$ cat src/rtl/intro_fade_ctrl_pkg.sv
// Shared types and constants for the intro title-screen fade sequencer.
// Holds the sequencer state encoding and the brightness range.
// Imported by the interface, the scaler and the top.
package intro_pkg;

  typedef enum logic [1:0] {
    FADE_IN  = 2'd0,
    HOLD     = 2'd1,
    FADE_OUT = 2'd2,
    DONE     = 2'd3
  } intro_state_t;

  localparam int                  BRIGHT_W   = 5;
  localparam logic [BRIGHT_W-1:0] BRIGHT_MAX = 5'd16;

  // The intro owns the screen in every state except DONE.
  function automatic logic state_active(input intro_state_t s);
    return (s != DONE);
  endfunction

endpackage

$ cat src/rtl/intro_fade_ctrl_if.sv
// Pixel/sync/key inputs and scaled colour/status outputs of the intro fader.
// master drives sync, key and palette pixels; slave is the fader itself.
// No flow control: one pixel per clock, always accepted.
interface intro_fade_ctrl_if;
  import intro_pkg::*;

  logic                vs;
  logic                display_en;
  logic                start_key;
  logic [3:0]          red_in;
  logic [3:0]          green_in;
  logic [3:0]          blue_in;
  logic [3:0]          red;
  logic [3:0]          green;
  logic [3:0]          blue;
  logic [BRIGHT_W-1:0] bright;
  logic                intro_active;
  logic                intro_done;

  modport master (
    output vs, display_en, start_key, red_in, green_in, blue_in,
    input  red, green, blue, bright, intro_active, intro_done
  );

  modport slave (
    input  vs, display_en, start_key, red_in, green_in, blue_in,
    output red, green, blue, bright, intro_active, intro_done
  );

endinterface

$ cat src/rtl/intro_fade_ctrl_rgb_scaler.sv
// Scales one 4-bit colour channel by a 0..16 brightness: out = (in * bright) >> 4.
// Purely combinational; the parent registers the result.
// No backpressure.
module rgb_scaler
  import intro_pkg::*;
(
  input  logic [3:0]          chan_in,
  input  logic [BRIGHT_W-1:0] bright,
  output logic [3:0]          chan_out
);

  // 15 * 16 = 240 is the largest product, so 8 bits never overflow.
  logic [7:0] prod;

  assign prod     = {4'b0000, chan_in} * {3'b000, bright};
  assign chan_out = 4'(prod >> 4);

endmodule

$ cat src/rtl/intro_fade_ctrl.sv
// Intro title sequencer: fades the image in from black, holds until start, fades out, flags done.
// Colour outputs are registered with one cycle of latency; brightness moves only on vsync falling edges.
// No backpressure: consumes one pixel per clock.
module intro_fade_ctrl
  import intro_pkg::*;
#(
  parameter int FRAMES_PER_STEP = 4,
  parameter int HOLD_MIN_FRAMES = 30
) (
  input  logic               Clk,
  input  logic               Reset,
  intro_fade_ctrl_if.slave   bus
);

  localparam int STEP_W = (FRAMES_PER_STEP > 1) ? $clog2(FRAMES_PER_STEP) : 1;
  localparam int HOLD_W = (HOLD_MIN_FRAMES > 0) ? $clog2(HOLD_MIN_FRAMES + 1) : 1;
  localparam logic [STEP_W-1:0] STEP_LAST = STEP_W'(FRAMES_PER_STEP - 1);
  localparam logic [HOLD_W-1:0] HOLD_MIN  = HOLD_W'(HOLD_MIN_FRAMES);

  intro_state_t        state, state_nxt;
  logic [BRIGHT_W-1:0] bright_q, bright_nxt;
  logic [STEP_W-1:0]   step_cnt, step_nxt;
  logic [HOLD_W-1:0]   hold_cnt, hold_nxt;
  logic                active_q, done_q;
  logic                active_nxt, done_nxt;
  logic                vs_prev, key_prev;
  logic                tick, press;
  logic [3:0]          red_s, green_s, blue_s;
  logic [3:0]          red_q, green_q, blue_q;

  // A frame tick lands on the vsync falling edge, inside blanking, so brightness never changes mid-frame.
  assign tick  = vs_prev & ~bus.vs;
  assign press = ~key_prev & bus.start_key;

  // Edge detectors; both reset high so a key held through reset is not seen as a press.
  always_ff @(posedge Clk) begin
    if (Reset) begin
      vs_prev  <= 1'b1;
      key_prev <= 1'b1;
    end else begin
      vs_prev  <= bus.vs;
      key_prev <= bus.start_key;
    end
  end

  // Sequencer state and brightness counters; status flags update on the same edge as the state.
  always_ff @(posedge Clk) begin
    if (Reset) begin
      state    <= FADE_IN;
      bright_q <= '0;
      step_cnt <= '0;
      hold_cnt <= '0;
      active_q <= 1'b1;
      done_q   <= 1'b0;
    end else begin
      state    <= state_nxt;
      bright_q <= bright_nxt;
      step_cnt <= step_nxt;
      hold_cnt <= hold_nxt;
      active_q <= active_nxt;
      done_q   <= done_nxt;
    end
  end

  // Next-state: step brightness every FRAMES_PER_STEP ticks while fading, gate start on hold time.
  always_comb begin
    state_nxt  = state;
    bright_nxt = bright_q;
    step_nxt   = step_cnt;
    hold_nxt   = hold_cnt;

    case (state)
      FADE_IN: begin
        if (tick) begin
          if (step_cnt == STEP_LAST) begin
            step_nxt = '0;
            if (bright_q < BRIGHT_MAX) begin
              bright_nxt = bright_q + 5'd1;
            end
            if (bright_q >= BRIGHT_MAX - 5'd1) begin
              state_nxt = HOLD;
              hold_nxt  = '0;
            end
          end else begin
            step_nxt = step_cnt + 1'b1;
          end
        end
      end

      HOLD: begin
        bright_nxt = BRIGHT_MAX;
        // Acceptance looks at the count before this cycle's tick, so a tick cannot unlock a same-cycle press.
        if (press && (hold_cnt >= HOLD_MIN)) begin
          state_nxt = FADE_OUT;
          step_nxt  = '0;
        end else if (tick && (hold_cnt < HOLD_MIN)) begin
          hold_nxt = hold_cnt + 1'b1;
        end
      end

      FADE_OUT: begin
        if (tick) begin
          if (step_cnt == STEP_LAST) begin
            step_nxt = '0;
            if (bright_q != '0) begin
              bright_nxt = bright_q - 5'd1;
            end
            if (bright_q <= 5'd1) begin
              state_nxt = DONE;
            end
          end else begin
            step_nxt = step_cnt + 1'b1;
          end
        end
      end

      DONE: begin
        bright_nxt = '0;
      end

      default: begin
        state_nxt  = FADE_IN;
        bright_nxt = '0;
        step_nxt   = '0;
        hold_nxt   = '0;
      end
    endcase

    active_nxt = state_active(state_nxt);
    done_nxt   = (state_nxt == DONE);
  end

  rgb_scaler u_scale_red (
    .chan_in  (bus.red_in),
    .bright   (bright_q),
    .chan_out (red_s)
  );

  rgb_scaler u_scale_green (
    .chan_in  (bus.green_in),
    .bright   (bright_q),
    .chan_out (green_s)
  );

  rgb_scaler u_scale_blue (
    .chan_in  (bus.blue_in),
    .bright   (bright_q),
    .chan_out (blue_s)
  );

  // Registered pixel output; blanking forces black whatever the brightness.
  always_ff @(posedge Clk) begin
    if (Reset) begin
      red_q   <= '0;
      green_q <= '0;
      blue_q  <= '0;
    end else if (bus.display_en) begin
      red_q   <= red_s;
      green_q <= green_s;
      blue_q  <= blue_s;
    end else begin
      red_q   <= '0;
      green_q <= '0;
      blue_q  <= '0;
    end
  end

  assign bus.red          = red_q;
  assign bus.green        = green_q;
  assign bus.blue         = blue_q;
  assign bus.bright       = bright_q;
  assign bus.intro_active = active_q;
  assign bus.intro_done   = done_q;

endmodule
$ cat src/flat_wrapper.sv
// flat-port wrapper written by rule: the top's interface ports become plain ports
module intro_fade_ctrl_flat import intro_pkg::*;
#(
  parameter int FRAMES_PER_STEP = 4,
  parameter int HOLD_MIN_FRAMES = 30
)
  (Clk, Reset, bus_vs, bus_display_en, bus_start_key, bus_red_in, bus_green_in, bus_blue_in, bus_red, bus_green, bus_blue, bus_bright, bus_intro_active, bus_intro_done);
  intro_fade_ctrl_if bus_i ();
  input  logic Clk;
  input  logic Reset;
  input wire logic [$bits(bus_i.vs)-1:0] bus_vs;
  input wire logic [$bits(bus_i.display_en)-1:0] bus_display_en;
  input wire logic [$bits(bus_i.start_key)-1:0] bus_start_key;
  input wire logic [$bits(bus_i.red_in)-1:0] bus_red_in;
  input wire logic [$bits(bus_i.green_in)-1:0] bus_green_in;
  input wire logic [$bits(bus_i.blue_in)-1:0] bus_blue_in;
  output wire logic [$bits(bus_i.red)-1:0] bus_red;
  output wire logic [$bits(bus_i.green)-1:0] bus_green;
  output wire logic [$bits(bus_i.blue)-1:0] bus_blue;
  output wire logic [$bits(bus_i.bright)-1:0] bus_bright;
  output wire logic [$bits(bus_i.intro_active)-1:0] bus_intro_active;
  output wire logic [$bits(bus_i.intro_done)-1:0] bus_intro_done;
  assign bus_i.vs = bus_vs;
  assign bus_i.display_en = bus_display_en;
  assign bus_i.start_key = bus_start_key;
  assign bus_i.red_in = bus_red_in;
  assign bus_i.green_in = bus_green_in;
  assign bus_i.blue_in = bus_blue_in;
  assign bus_red = bus_i.red;
  assign bus_green = bus_i.green;
  assign bus_blue = bus_i.blue;
  assign bus_bright = bus_i.bright;
  assign bus_intro_active = bus_i.intro_active;
  assign bus_intro_done = bus_i.intro_done;
  intro_fade_ctrl #(.FRAMES_PER_STEP(FRAMES_PER_STEP), .HOLD_MIN_FRAMES(HOLD_MIN_FRAMES)) u_core (.Clk(Clk), .Reset(Reset), .bus(bus_i));
endmodule
$ cat config.mk
export PLATFORM = sky130hd
export DESIGN_NAME = intro_fade_ctrl_flat
export DESIGN_NICKNAME = d
export VERILOG_FILES = /design/src/rtl/intro_fade_ctrl_pkg.sv /design/src/rtl/intro_fade_ctrl_if.sv /design/src/rtl/intro_fade_ctrl_rgb_scaler.sv /design/src/rtl/intro_fade_ctrl.sv /design/src/flat_wrapper.sv
export SDC_FILE = /design/constraint.sdc
export NUM_CORES = 1
export LEC_CHECK = 0
export ABC_AREA = 1
export BUFFER_PORTS_ARGS = -buffer_cell sky130_fd_sc_hd__buf_2
export CAP_MARGIN = 20
export CORE_ASPECT_RATIO = 0.7
export CORE_MARGIN = 5
export CORE_UTILIZATION = 64
export DETAILED_ROUTE_END_ITERATION = 16
export PLACE_DENSITY = 0.91
export SLEW_MARGIN = 20
export SYNTH_ARGS = -nofsm -noshare
export SYNTH_HDL_FRONTEND = slang
export SYNTH_SLANG_ARGS = --single-unit
export TNS_END_PERCENT = 5
$ cat constraint.sdc
create_clock -name Clk -period 4.3 [get_ports Clk]
set_input_delay 0.645 -clock Clk [delete_from_list [all_inputs] [get_ports Clk]]
set_output_delay 0.645 -clock Clk [all_outputs]
set_load 0.02 [all_outputs]
==> Yosys cells after proc, flatten, opt, wreduce, memory -nomap -nowiden <==
Cells that the tools add are included.
{ "totals": {"reg_bits": 30, "inputBits": 17, "output_inout_bits": 19, "elab_cells": 81} }
{ "classes": {"add_sub_neg": 4, "mul": 3, "order_cmp": 5, "n_eq_ne": 17, "n_mux": 25, "n_bitwise": 5, "n_reduce_logical": 11} }
{ "op_table": {"columns": ["operator", "n"], "rows": [
  ["5-bit 2-to-1 mux", 11],
  ["4-bit by 5-bit multiplier with 8-bit output", 3],
  ["2-bit 2-to-1 mux", 10],
  ["2-bit by 1-bit != test with 1-bit output (second input constant)", 10],
  ["5-bit case mux with 4 select lines", 1],
  ["6-bit AND reduction", 2],
  ["5-bit by 1-bit adder with 5-bit output (second input constant)", 2],
  ["5-bit < comparator (second input constant)", 2],
  ["5-bit case mux with 2 select lines", 1],
  ["2-bit equality test (second input constant)", 4],
  ["2-bit case mux with 3 select lines", 1],
  ["5-bit by 4-bit >= comparator with 1-bit output (second input constant)", 1],
  ["5-bit >= comparator (second input constant)", 1],
  ["5-bit by 1-bit less-or-equal comparator with 1-bit output (second input constant)", 1],
  ["5-bit nonzero test", 1],
  ["5-bit by 1-bit subtractor with 5-bit output (second input constant)", 1],
  ["2-bit != test (second input constant)", 2],
  ["2-bit case mux with 2 select lines", 1],
  ["2-bit nonzero test", 2],
  ["2-bit OR reduction", 2],
  ["1-bit NOT", 3],
  ["3-bit AND reduction", 1],
  ["2-bit by 1-bit adder with 2-bit output (second input constant)", 1],
  ["1-bit bitwise AND", 2],
  ["other kinds (3)", 4]
]} }

==> Longest topological paths before layout <==
Gate-level depths: netlist (run 1).
{ "logic_depth": {"depth_word": 6, "mapped_depth": 15, "mapped_depth_nobuf": 13} }

==> Cells and area by module <==
Synthesis (run 1) repeated with hierarchy kept, for this count alone.
{ "unflattened": {"hier_cells": 464, "area_unflattened_um2": 3133.0} }
{ "modules_own_cells": {"columns": ["mod", "n_inst", "cells_each", "area_per_inst_um2"], "rows": [
  ["rgb_scaler", 3, 85, 529.3],
  ["intro_fade_ctrl", 1, 209, 1545.2]
]} }

==> Worst setup path before layout (run 1) <==
OpenSTA, ideal clock, no wires.
{ "synth_path": {"kind": "register -> register", "start": "reg u_core.bright_q[3], in the netlist u_core.bus.bright[3]", "end": "reg u_core.green_q[3], in the netlist u_core.bus.green[3]", "setup_time_ns": 0.115, "arrival_ns": 2.864, "required_time_ns": 4.185, "slack_ns": 1.322, "stages_incl_launch_ff": 14, "period_less_slack_ns": 2.978, "path_cell_list": "dfxtp_1 -> buf_4 -> clkbuf_1 -> nand2_1 -> fa_1 -> fa_1 -> inv_1 -> ha_1 -> nand2_1 -> a21oi_1 -> a211oi_1 -> nand3_1 -> nand2_1 -> nor2_1"} }
{ "synth_between": {"elab_chain_cells": 1} }
{ "synth_rtl": {"columns": ["element", "line", "rtl"], "rows": [
  ["start, declared", "intro_fade_ctrl.sv:21", "logic [BRIGHT_W-1:0] bright_q, bright_nxt;"],
  ["start signal, assigned", "intro_fade_ctrl.sv:57", "bright_q <= bright_nxt;"],
  ["4-bit by 5-bit multiplier with 8-bit output", "intro_fade_ctrl_rgb_scaler.sv:15", "assign prod = {4'b0000, chan_in} * {3'b000, bright};"],
  ["end signal, assigned", "intro_fade_ctrl.sv:159", "green_q <= green_s;"],
  ["end, declared", "intro_fade_ctrl.sv:29", "logic [3:0] red_q, green_q, blue_q;"]
]} }
No other way between the ends.
A chain may end at the register's enable or synchronous reset.

==> Worst setup path in the final report (run 1) <==
{ "layout_path": {"start": "reg u_core.bright_q[1], in the netlist u_core.bus.bright[1]", "end": "reg u_core.green_q[3], in the netlist u_core.bus.green[3]"} }
The elaborated chain is that of the path after synthesis.

==> results.ini, run 1 <==
[outcome]
status=finished, final reports clean

[pwr]
power_per_cell_area_nw_per_um2=178.3
finalPower_mw=0.5671
p_leak_nw=1.819
irDropWorstVdd_v=0.0002027

[timing]
fin_crit_sh=0.7194
maxSlewViolCount=0
hold_violations=0
skew_ps=7.341
grt_setup_unrepaired=false
setup_viol=0
period_minus_slack_ps=3093
tns_ps=0
worstMarginPinSlew_ps=707.2
relSlewSlack=0.5279
setup_ws_ps=1207
max_freq_ghz=0.3233

[finish]
num_antenna_cells=0
drive_above_1_share=0.1394
finalInstanceArea_sq_um=3181
nets=525
layout.cells.non_filler=514
multi_input_area_sq_um=1941
fillers=374
regArea_sq_um=600.6
syn2layout_area_growth_pct=10.04

[clock_tree]
cts_setup_buffers=0
clock_latency_ps=290
cts_tree=yes
numCtsBuffers=5
clk_pin_slew_ps=70
cts.sinks=30
cts_buffer_depth=2
cts_hold_buffers=0
cts-root-buf=clkbuf_8
cts.repair.resized=0
h-tree-depth=2

[route]
first_iter_violations=193
drcViolationCount=0
vias=2723
via_per_inst=5.298
antenna_left=0
dr.pass1.iters=4
wirelength_mm=6.109
wire_per_inst_um=11.89

[yosys]
synth_fp_nets=492
synth_edf_count=0
synthFlopType=dfxtp_1
synthCells=425
ys_seq_area_frac=0.2078
ys_ff_latch=30
ys_types=28
synth-async-reset-ratio=0
syn_area_sq_um=2890
avgSynthCellArea_sq_um=6.801
synth_warnings=0

[hold_path]
hp-start=u_core.step_cnt[0]
holdPathEnd=u_core.step_cnt[0]
worstHoldPathCells=1
hold_path.class=reg -> reg

[die]
ios=36
die_w_um=90.32
start_util=0.6638
core-area_sq_um=4354
die_area_sq_um=5981
rows=20
die_height_um=66.23

[setup_path]
r2r_slack_ps=1210
r2r_start=u_core.bus.bright[1]
worstReg2RegEnd=u_core.bus.green[3]
startpoint_type=flop
end_kind=flop
reg2regPathDepth=11
worstSetupPathType=reg -> reg
arrival_ps=3280
critical_path_peak_fanout=16
required_ps=4490

[job]
maxCapViolations=0

[placement]
dp_hpwl_mm=4.873
gp_congestion=0.8845
portBuffers=35
placed_cell_area_sq_um=3085
dpl.cell_count=506
dp_slack_ps=1155

[grt]
grt_pass1_wl_mm=10.79
grt_max_degree=20
antenna_found_initial=0
overflow=0
grtUsageTotal=0.2189
grt_pass1_vias=2556

-- cell families (layout without fill, tap and decap cells) --
| kind of cell | count (synthesis) | in the layout | synth area share |
|---|---|---|---|
| buf+inv | 88 | 122 | 0.1208 |
| compound gates | 55 | 55 | 0.1035 |
| fa+ha+maj | 50 | 50 | 0.2554 |
| simple gates | 195 | 195 | 0.2913 |
| xor+xnor | 7 | 7 | 0.02121 |
| flops | 30 | 30 | 0.2078 |
-- power breakdown --
group	internal (mW)	leakage (nW)	switching, mW
registers	0.281	0.243	0.00298
logic	0.0142	1.53	0.0254
clock network	0.128	0.0472	0.115
-- Yosys cell counts (3+ instances only) --
library cell	instances	area share
nand2_1	118	0.15
inv_1	73	0.095
ha_1	35	0.15
dfxtp_1	30	0.21
nor2_1	29	0.038
a21oi_1	25	0.043
nand3_1	23	0.040
fa_1	15	0.10
o21ai_0	12	0.021
o21ai_1	9	0.016
nand4_1	8	0.017
xnor2_1	7	0.021
nor2_2	6	0.013
inv_2	5	0.0065
buf_4	4	0.010
nand2_2	4	0.0087
a211oi_1	3	0.0078
a21boi_0	3	0.0078
buf_2	3	0.0052
clkbuf_1	3	0.0039
-- state kept, by name, summed over array words and instances, names as in the netlist --
| signal | flops |
|---|---|
| u_core.bus.blue | 4 |
| u_core.bus.bright | 5 |
| u_core.bus.green | 4 |
| u_core.bus.intro_active | 1 |
| u_core.bus.intro_done | 1 |
| u_core.bus.red | 4 |
| u_core.hold_cnt | 5 |
| u_core.key_prev | 1 |
| u_core.state | 2 |
| u_core.step_cnt | 2 |
| u_core.vs_prev | 1 |
-- critical path: stages (launching register included) --
cell      delay [ps]
dfxtp_1          680
nand2_1          170
fa_1             540
fa_1             540
inv_1             40
ha_1             350
nand2_1           90
a21oi_1           60
a211oi_1         260
nand3_1          120
nand2_1           90
nor2_1            50
-- cells in the final DEF, fill, tap and decap left out, types with 4 or more instances in the layout --
master and instances:
a21oi_1 25, nor2_2 6, inv_2 5, nor2_1 29
nand2_2 4, ha_1 35, nand4_1 8, nand2_1 118
buf_2 35, inv_1 73, o21ai_1 9, clkbuf_8 6
fa_1 15, o21ai_0 12, nand3_1 23, dfxtp_1 30
xnor2_1 7
-- worst max path at each step --
stage / endpoint / from / slack (ps)
final: u_core.bus.green[3] / u_core.bus.bright[1] / 1210
after global routing: u_core.bus.green[3] / u_core.bus.bright[2] / 970
after floorplan: u_core.bus.green[3] / u_core.bus.bright[3] / 1320
after CTS: u_core.bus.green[3] / u_core.bus.bright[1] / 1200
after global placement: u_core.bus.red[3] / bus_red_in[3] / 1250
after detailed placement: u_core.bus.red[3] / bus_red_in[3] / 1150
-- per-stage QoR --
stage / hold slack [ps] / utilization
floorplan: 432.5 / -
global placement: 451.1 / 0.7086
detailed placement: 461.2 / 0.7086
CTS: 472.7 / 0.7305
global route: 499.0 / 0.7305
finish: 476.8 / 0.7305
-- cell type report --
| class | instances | share of cell area |
|---|---|---|
| timing repair buffer | 36 | 0.05744 |
| clock buffer | 6 | 0.02596 |
| sequential | 30 | 0.1888 |
| multi-input combinational | 307 | 0.6101 |
| tap | 55 | 0.02164 |
| clock inverter | 2 | 0.003934 |
| inverter | 78 | 0.09205 |
-- layer usage --
layer | global-route usage | wire length (um) | up-vias
met5 | 0 | 0 | -
met4 | 0.07993 | 110 | 0
met3 | 0.07395 | 533 | 15
met2 | 0.3522 | 2660 | 93
met1 | 0.2741 | 2804 | 1214
li1 | - | - | 1401
No activity file was read; power rests on OpenSTA's default activity.
==> run 2, diff against run 1 <==
--- a/config.mk
+++ b/config.mk
@@ -10,9 +10,9 @@
 export CAP_MARGIN = 20
 export CORE_ASPECT_RATIO = 0.7
 export CORE_MARGIN = 5
-export CORE_UTILIZATION = 64
+export CORE_UTILIZATION = 53
 export DETAILED_ROUTE_END_ITERATION = 16
-export PLACE_DENSITY = 0.91
+export PLACE_DENSITY = 0.81
 export SLEW_MARGIN = 20
 export SYNTH_ARGS = -nofsm -noshare
 export SYNTH_HDL_FRONTEND = slang
==> constraint.sdc (replaced) <==
create_clock -name Clk -period 2.83 [get_ports Clk]
set_input_delay 0.4245 -clock Clk [delete_from_list [all_inputs] [get_ports Clk]]
set_output_delay 0.4245 -clock Clk [all_outputs]
set_load 0.02 [all_outputs]
==> run 2 against run 1 <==
Against the previous run:
- clock skew down 0.60 ps
- register-to-register slack worse by 1000 ps
- clock power up 49%
- combinational power up 80%
- maximum frequency up 16%
- count of clock-buffer cells in the layout up 1
- sequential share of layout area down 0.58 points
- via count up 2.2%
- global-route usage down 2.7 points
- core utilization down 9.8 points
- non-clock buffer count up 15
- largest power group unchanged
==> results.ini, run 2 (synthesized netlist as in run 1, its figures left out) <==
[outcome]
status=finished, final reports clean

[setup_path]
arrival_ps=2840
critPathLaunch=u_core.bus.bright[1]
reg2regPathDepth=11
critical_path_peak_fanout=8
crit_chain=nand2_1 > fa_1 > fa_1 > inv_1 > ha_1 > nand2_1 > a21oi_1 > a211oi_1 > nand3_1 > nand2_1 > nor2_1
end_kind=flop
worstSetupPathType=reg -> reg
cpMaxStageDelayCell=fa_1
worstReg2RegEnd=u_core.bus.green[3]
crit_end=u_core.bus.green[3]
startpoint_type=flop
r2r_start=u_core.bus.bright[1]
r2r_slack_ps=170
cpMostUsedCell=nand2_1
critPathMaxStageDelay_ps=550
required_ps=3010

[hold_path]
hold_path.class=in -> reg
worstHoldPathCells=2
hp-start=bus_start_key

[placement]
placed_cell_area_sq_um=3222
gp_congestion=0.8990
dp_hpwl_mm=5.138
dp_slack_ps=-16.73
portBuffers=35
dpl.cell_count=538

[die]
rows=22
ios=36
die_area_sq_um=7054
die_height_um=71.79
start_util=0.5497
core-area_sq_um=5258
die_w_um=98.27

[clock_tree]
cts.repair.resized=0
numCtsBuffers=5
cts_setup_buffers=0
cts_hold_buffers=0
cts_tree=yes
h-tree-depth=2
clock_latency_ps=290
cts-root-buf=clkbuf_8
cts_buffer_depth=2
clk_pin_slew_ps=70
cts.sinks=30

[grt]
antenna_found_initial=0
grtUsageTotal=0.1918
overflow=0
grt_pass1_wl_mm=11.22
grt_pass1_vias=2576
grt_max_degree=13

[finish]
multi_input_area_sq_um=1946
layout.cells.non_filler=546
syn2layout_area_growth_pct=14.98
finalInstanceArea_sq_um=3323
utilization=0.6321
layout_commonest_cell=nand2_1
regArea_sq_um=608.1
nets=540
drive_above_1_share=0.1751
layout_common_cells=nand2_1, inv_1, ha_1, buf_2, nor2_1
fillers=467
num_antenna_cells=0

[pwr]
irDropWorstVdd_v=0.0001459
finalPower_mw=0.8645
power_per_cell_area_nw_per_um2=260.2
p_leak_nw=1.901

[timing]
setup_viol=0
period_minus_slack_ps=2658
skew_ps=6.744
setup_ws_ps=171.8
hold_violations=0
maxSlewViolCount=0
hold_slack_ps=343.6
relSlewSlack=0.6832
grt_setup_unrepaired=false
worstMarginPinSlew_ps=474.7
tns_ps=0
fin_crit_sh=0.9393
max_freq_ghz=0.3762

[route]
antenna_left=0
wire_per_inst_um=11.66
dr.pass1.iters=5
drcViolationCount=0
first_iter_violations=150
vias=2782
via_per_inst=5.095
wirelength_mm=6.368

[job]
maxCapViolations=0

==> run 2: area by class of cell <==
cell class / instances / share of cell area
clock buffers: 7 / 0.02598
clock inverters: 1 / 0.001506
inverters: 78 / 0.08810
multi-input cells: 307 / 0.5855
flip-flops and latches: 30 / 0.1830
well taps: 72 / 0.02711
repair buffers: 51 / 0.08886
==> run 2: worst min path at each step <==
stage                               endpoint
after floorplan           u_core.step_cnt[0]
after global routing         u_core.key_prev
after detailed placement  u_core.step_cnt[0]
after global placement    u_core.step_cnt[0]
final                        u_core.key_prev
after CTS                    u_core.key_prev
==> run 2: worst max-delay path, delay by kind of cell (launching register included) <==
family	cells	cell delay [ps]
AND/OR/NAND/NOR	5	390
buffers and inverters	1	40
adder cells (fa/ha/maj)	3	1370
AO/OA/AOI/OAI	2	300
flip-flops	1	430
==> run 2: layer usage <==
layer / part of all wire / global-route usage / vias up / routed length (um)
met4: 0.018 / 0.06515 / 0 / 116
met1: 0.48 / 0.2567 / 1262 / 3034
met2: 0.44 / 0.3039 / 79 / 2794
met5: 0 / 0 / - / 0
met3: 0.066 / 0.04864 / 11 / 422
li1: - / - / 1430 / -
==> run 2: power by group <==
part	total, mW	internal [mW]	switching, mW	leakage (nW)
Clock	0.364	0.196	0.168	0.0482
Combinational	0.0713	0.0282	0.0431	1.61
Sequential	0.429	0.426	0.00347	0.245
==> run 3, diff against run 2 <==
--- a/config.mk
+++ b/config.mk
@@ -5,14 +5,16 @@
 export SDC_FILE = /design/constraint.sdc
 export NUM_CORES = 1
 export LEC_CHECK = 0
-export ABC_AREA = 1
+export ABC_AREA = 0
 export BUFFER_PORTS_ARGS = -buffer_cell sky130_fd_sc_hd__buf_2
 export CAP_MARGIN = 20
 export CORE_ASPECT_RATIO = 0.7
 export CORE_MARGIN = 5
 export CORE_UTILIZATION = 53
+export CTS_CLUSTER_DIAMETER = 60
 export DETAILED_ROUTE_END_ITERATION = 16
 export PLACE_DENSITY = 0.81
+export SETUP_SLACK_MARGIN = 0.05
 export SLEW_MARGIN = 20
 export SYNTH_ARGS = -nofsm -noshare
 export SYNTH_HDL_FRONTEND = slang
==> run 3 against run 2 <==
Against the previous run:
- die area is 5.9% lower
- sequential share of layout area up 0.96 points
- clock power is 18% higher
- largest cell class unchanged
==> results.ini, run 3 <==
[outcome]
status=finished, final reports clean

[finish]
num_antenna_cells=0
drive_above_1_share=0.2157
layout.cells.non_filler=426
finalInstanceArea_sq_um=3203
layout_commonest_cell=buf_2
nets=423
syn2layout_area_growth_pct=18.74
fillers=422
layout_common_cells=buf_2, nand2_1, ha_1, and2_1, dfxtp_1

[setup_path]
critPathMaxStageDelay_ps=540
cpMostUsedCell=fa_1
required_ps=3030
cpMaxStageDelayCell=fa_1
arrival_ps=2920
end_kind=flop
crit_chain=nand2_1 > fa_1 > fa_1 > inv_1 > ha_4 > nand4_1 > o2111ai_2 > a2111o_1 > o21ai_0
startpoint_type=flop
critical_path_peak_fanout=10
worstSetupPathType=reg -> reg

[placement]
dp_hpwl_mm=4.774
placed_cell_area_sq_um=3073
portBuffers=35
gp_congestion=0.8670
dpl.cell_count=416

[timing]
period_minus_slack_ps=2721
hold_slack_ps=362.4
worstMarginPinSlew_ps=546.0
relSlewSlack=0.6355
hold_violations=0
maxSlewViolCount=0
max_freq_ghz=0.3676
setup_viol=0
grt_setup_unrepaired=true
fin_crit_sh=0.9613
skew_ps=8.079

[die]
core-area_sq_um=4861
rows=21
die_area_sq_um=6639
start_util=0.5550
die_w_um=95.27
ios=36
die_height_um=69.69

[grt]
grt_pass1_wl_mm=10.62
grt_max_degree=16
grt_pass1_vias=2285
antenna_found_initial=0
grtUsageTotal=0.1953
overflow=0

[yosys]
synth_edf_count=0
netlist_top_cells_count=ha_1, nand2_1, and2_1, dfxtp_1, inv_1
synth-async-reset-ratio=0
synth_top_area_share=0.2226
synth_warnings=0
ys_ff_latch=30
synthCells=311
synth_fp_nets=378
ys_seq_area_frac=0.2226
avgSynthCellArea_sq_um=8.674
ys_top_cells_by_area=dfxtp_1, ha_1, fa_1, and2_1, nand2_1
yosys.area.top_type=dfxtp_1
ys_types=46
post-synth-top-count-cell=ha_1
syn_area_sq_um=2698
synthFlopType=dfxtp_1

[pwr]
p_clk_frac=0.467
power_per_cell_area_nw_per_um2=287.5
irDropWorstVdd_v=0.0001901
power.internal_mw=0.7070
power_switching_share=0.2322
combPwrFrac=0.070
power_frac_seq=0.463
switchingPower_mw=0.2139
finalPower_mw=0.9209
p_leak_nw=1.470

[clock_tree]
clk_pin_slew_ps=70
clock_latency_ps=280
cts_tree=yes
h-tree-depth=2
cts.sinks=30
cts-root-buf=clkbuf_8
numCtsBuffers=5
cts_buffer_depth=2

[route]
drcViolationCount=0
via_per_inst=5.582
wirelength_mm=6.210
dr.pass1.iters=4
vias=2378
wire_per_inst_um=14.58
antenna_left=0
first_iter_violations=114

[job]
maxCapViolations=0

[hold_path]
hold_path.class=in -> reg

[run 3: repair_timing]
action / in CTS / in global routing
resized for setup: 0 / 3
hold endpoints to repair: 0 / 0
hold buffers: 0 / 0
setup endpoints to repair: 0 / 7
setup buffers: 0 / 2
[run 3: metrics by stage]
stage | utilization | setup WS, ps | setup TNS, ps
floorplan | - | 3.233 | 0
global placement | 0.6322 | 13.70 | 0
detailed placement | 0.6322 | -49.41 | -119.2
CTS | 0.6546 | 88.21 | 0
global route | 0.6589 | -25.04 | -33.61
finish | 0.6589 | 109.5 | 0
[run 3: cell type report]
type	count	area [sq um]	area share
clock buffer	5	68.82	0.02148
inverter	26	97.59	0.03047
timing repair buffer	48	274.0	0.08555
tap	69	86.33	0.02695
clock inverter	3	40.04	0.01250
multi-input combinational	245	2019	0.6305
sequential	30	616.8	0.1926
[run 3: final timing paths]
| path | from | endpoint | slack, ps | depth (start not counted) |
|---|---|---|---|---|
| worst max-delay path | u_core.bus.bright[3] | u_core.bus.green[3] | 110 | 9 |
| worst min-delay path | bus_start_key | u_core.key_prev | 360 | 2 |
| worst max register to register | u_core.bus.bright[3] | u_core.bus.green[3] | 110 | 9 |
| worst min register to register | u_core.hold_cnt[4] | u_core.hold_cnt[4] | 490 | 2 |
[run 3: critical path: cells and delay by family (launching register included)]
| family | cells | cell delay, ps |
|---|---|---|
| AO/OA/AOI/OAI | 3 | 650 |
| adder cells (fa/ha/maj) | 3 | 1300 |
| buffers and inverters | 1 | 60 |
| flip-flops | 1 | 410 |
| AND/OR/NAND/NOR | 2 | 220 |
[run 3: per-layer routing]
layer / track usage / wire [um]
met1: 0.2944 / 2947
met3: 0.04338 / 492
met4: 0.03360 / 58
met2: 0.2847 / 2712
met5: 0 / 0
[run 3: cell families (layout without fill, tap and decap cells)]
logic type      Yosys count  count (layout)  synth area share
buf+inv                  36              82           0.05287
fa+ha+maj                50              50            0.2737
xor+xnor                 15              15           0.04870
compound gates           51              51            0.1368
simple gates            123             123            0.2421
mux                       6               6           0.02319
flops                    30              30            0.2226
[run 3: power groups by stage]
stage	logic (mW)	clock network, mW	registers [mW]
final	0.0641	0.430	0.426
after global routing	0.0710	0.455	0.427
after CTS	0.0630	0.437	0.427
after detailed placement	0.0629	0	0.436
after global placement	0.0606	0	0.436
after floorplan	0.0299	0	0.436
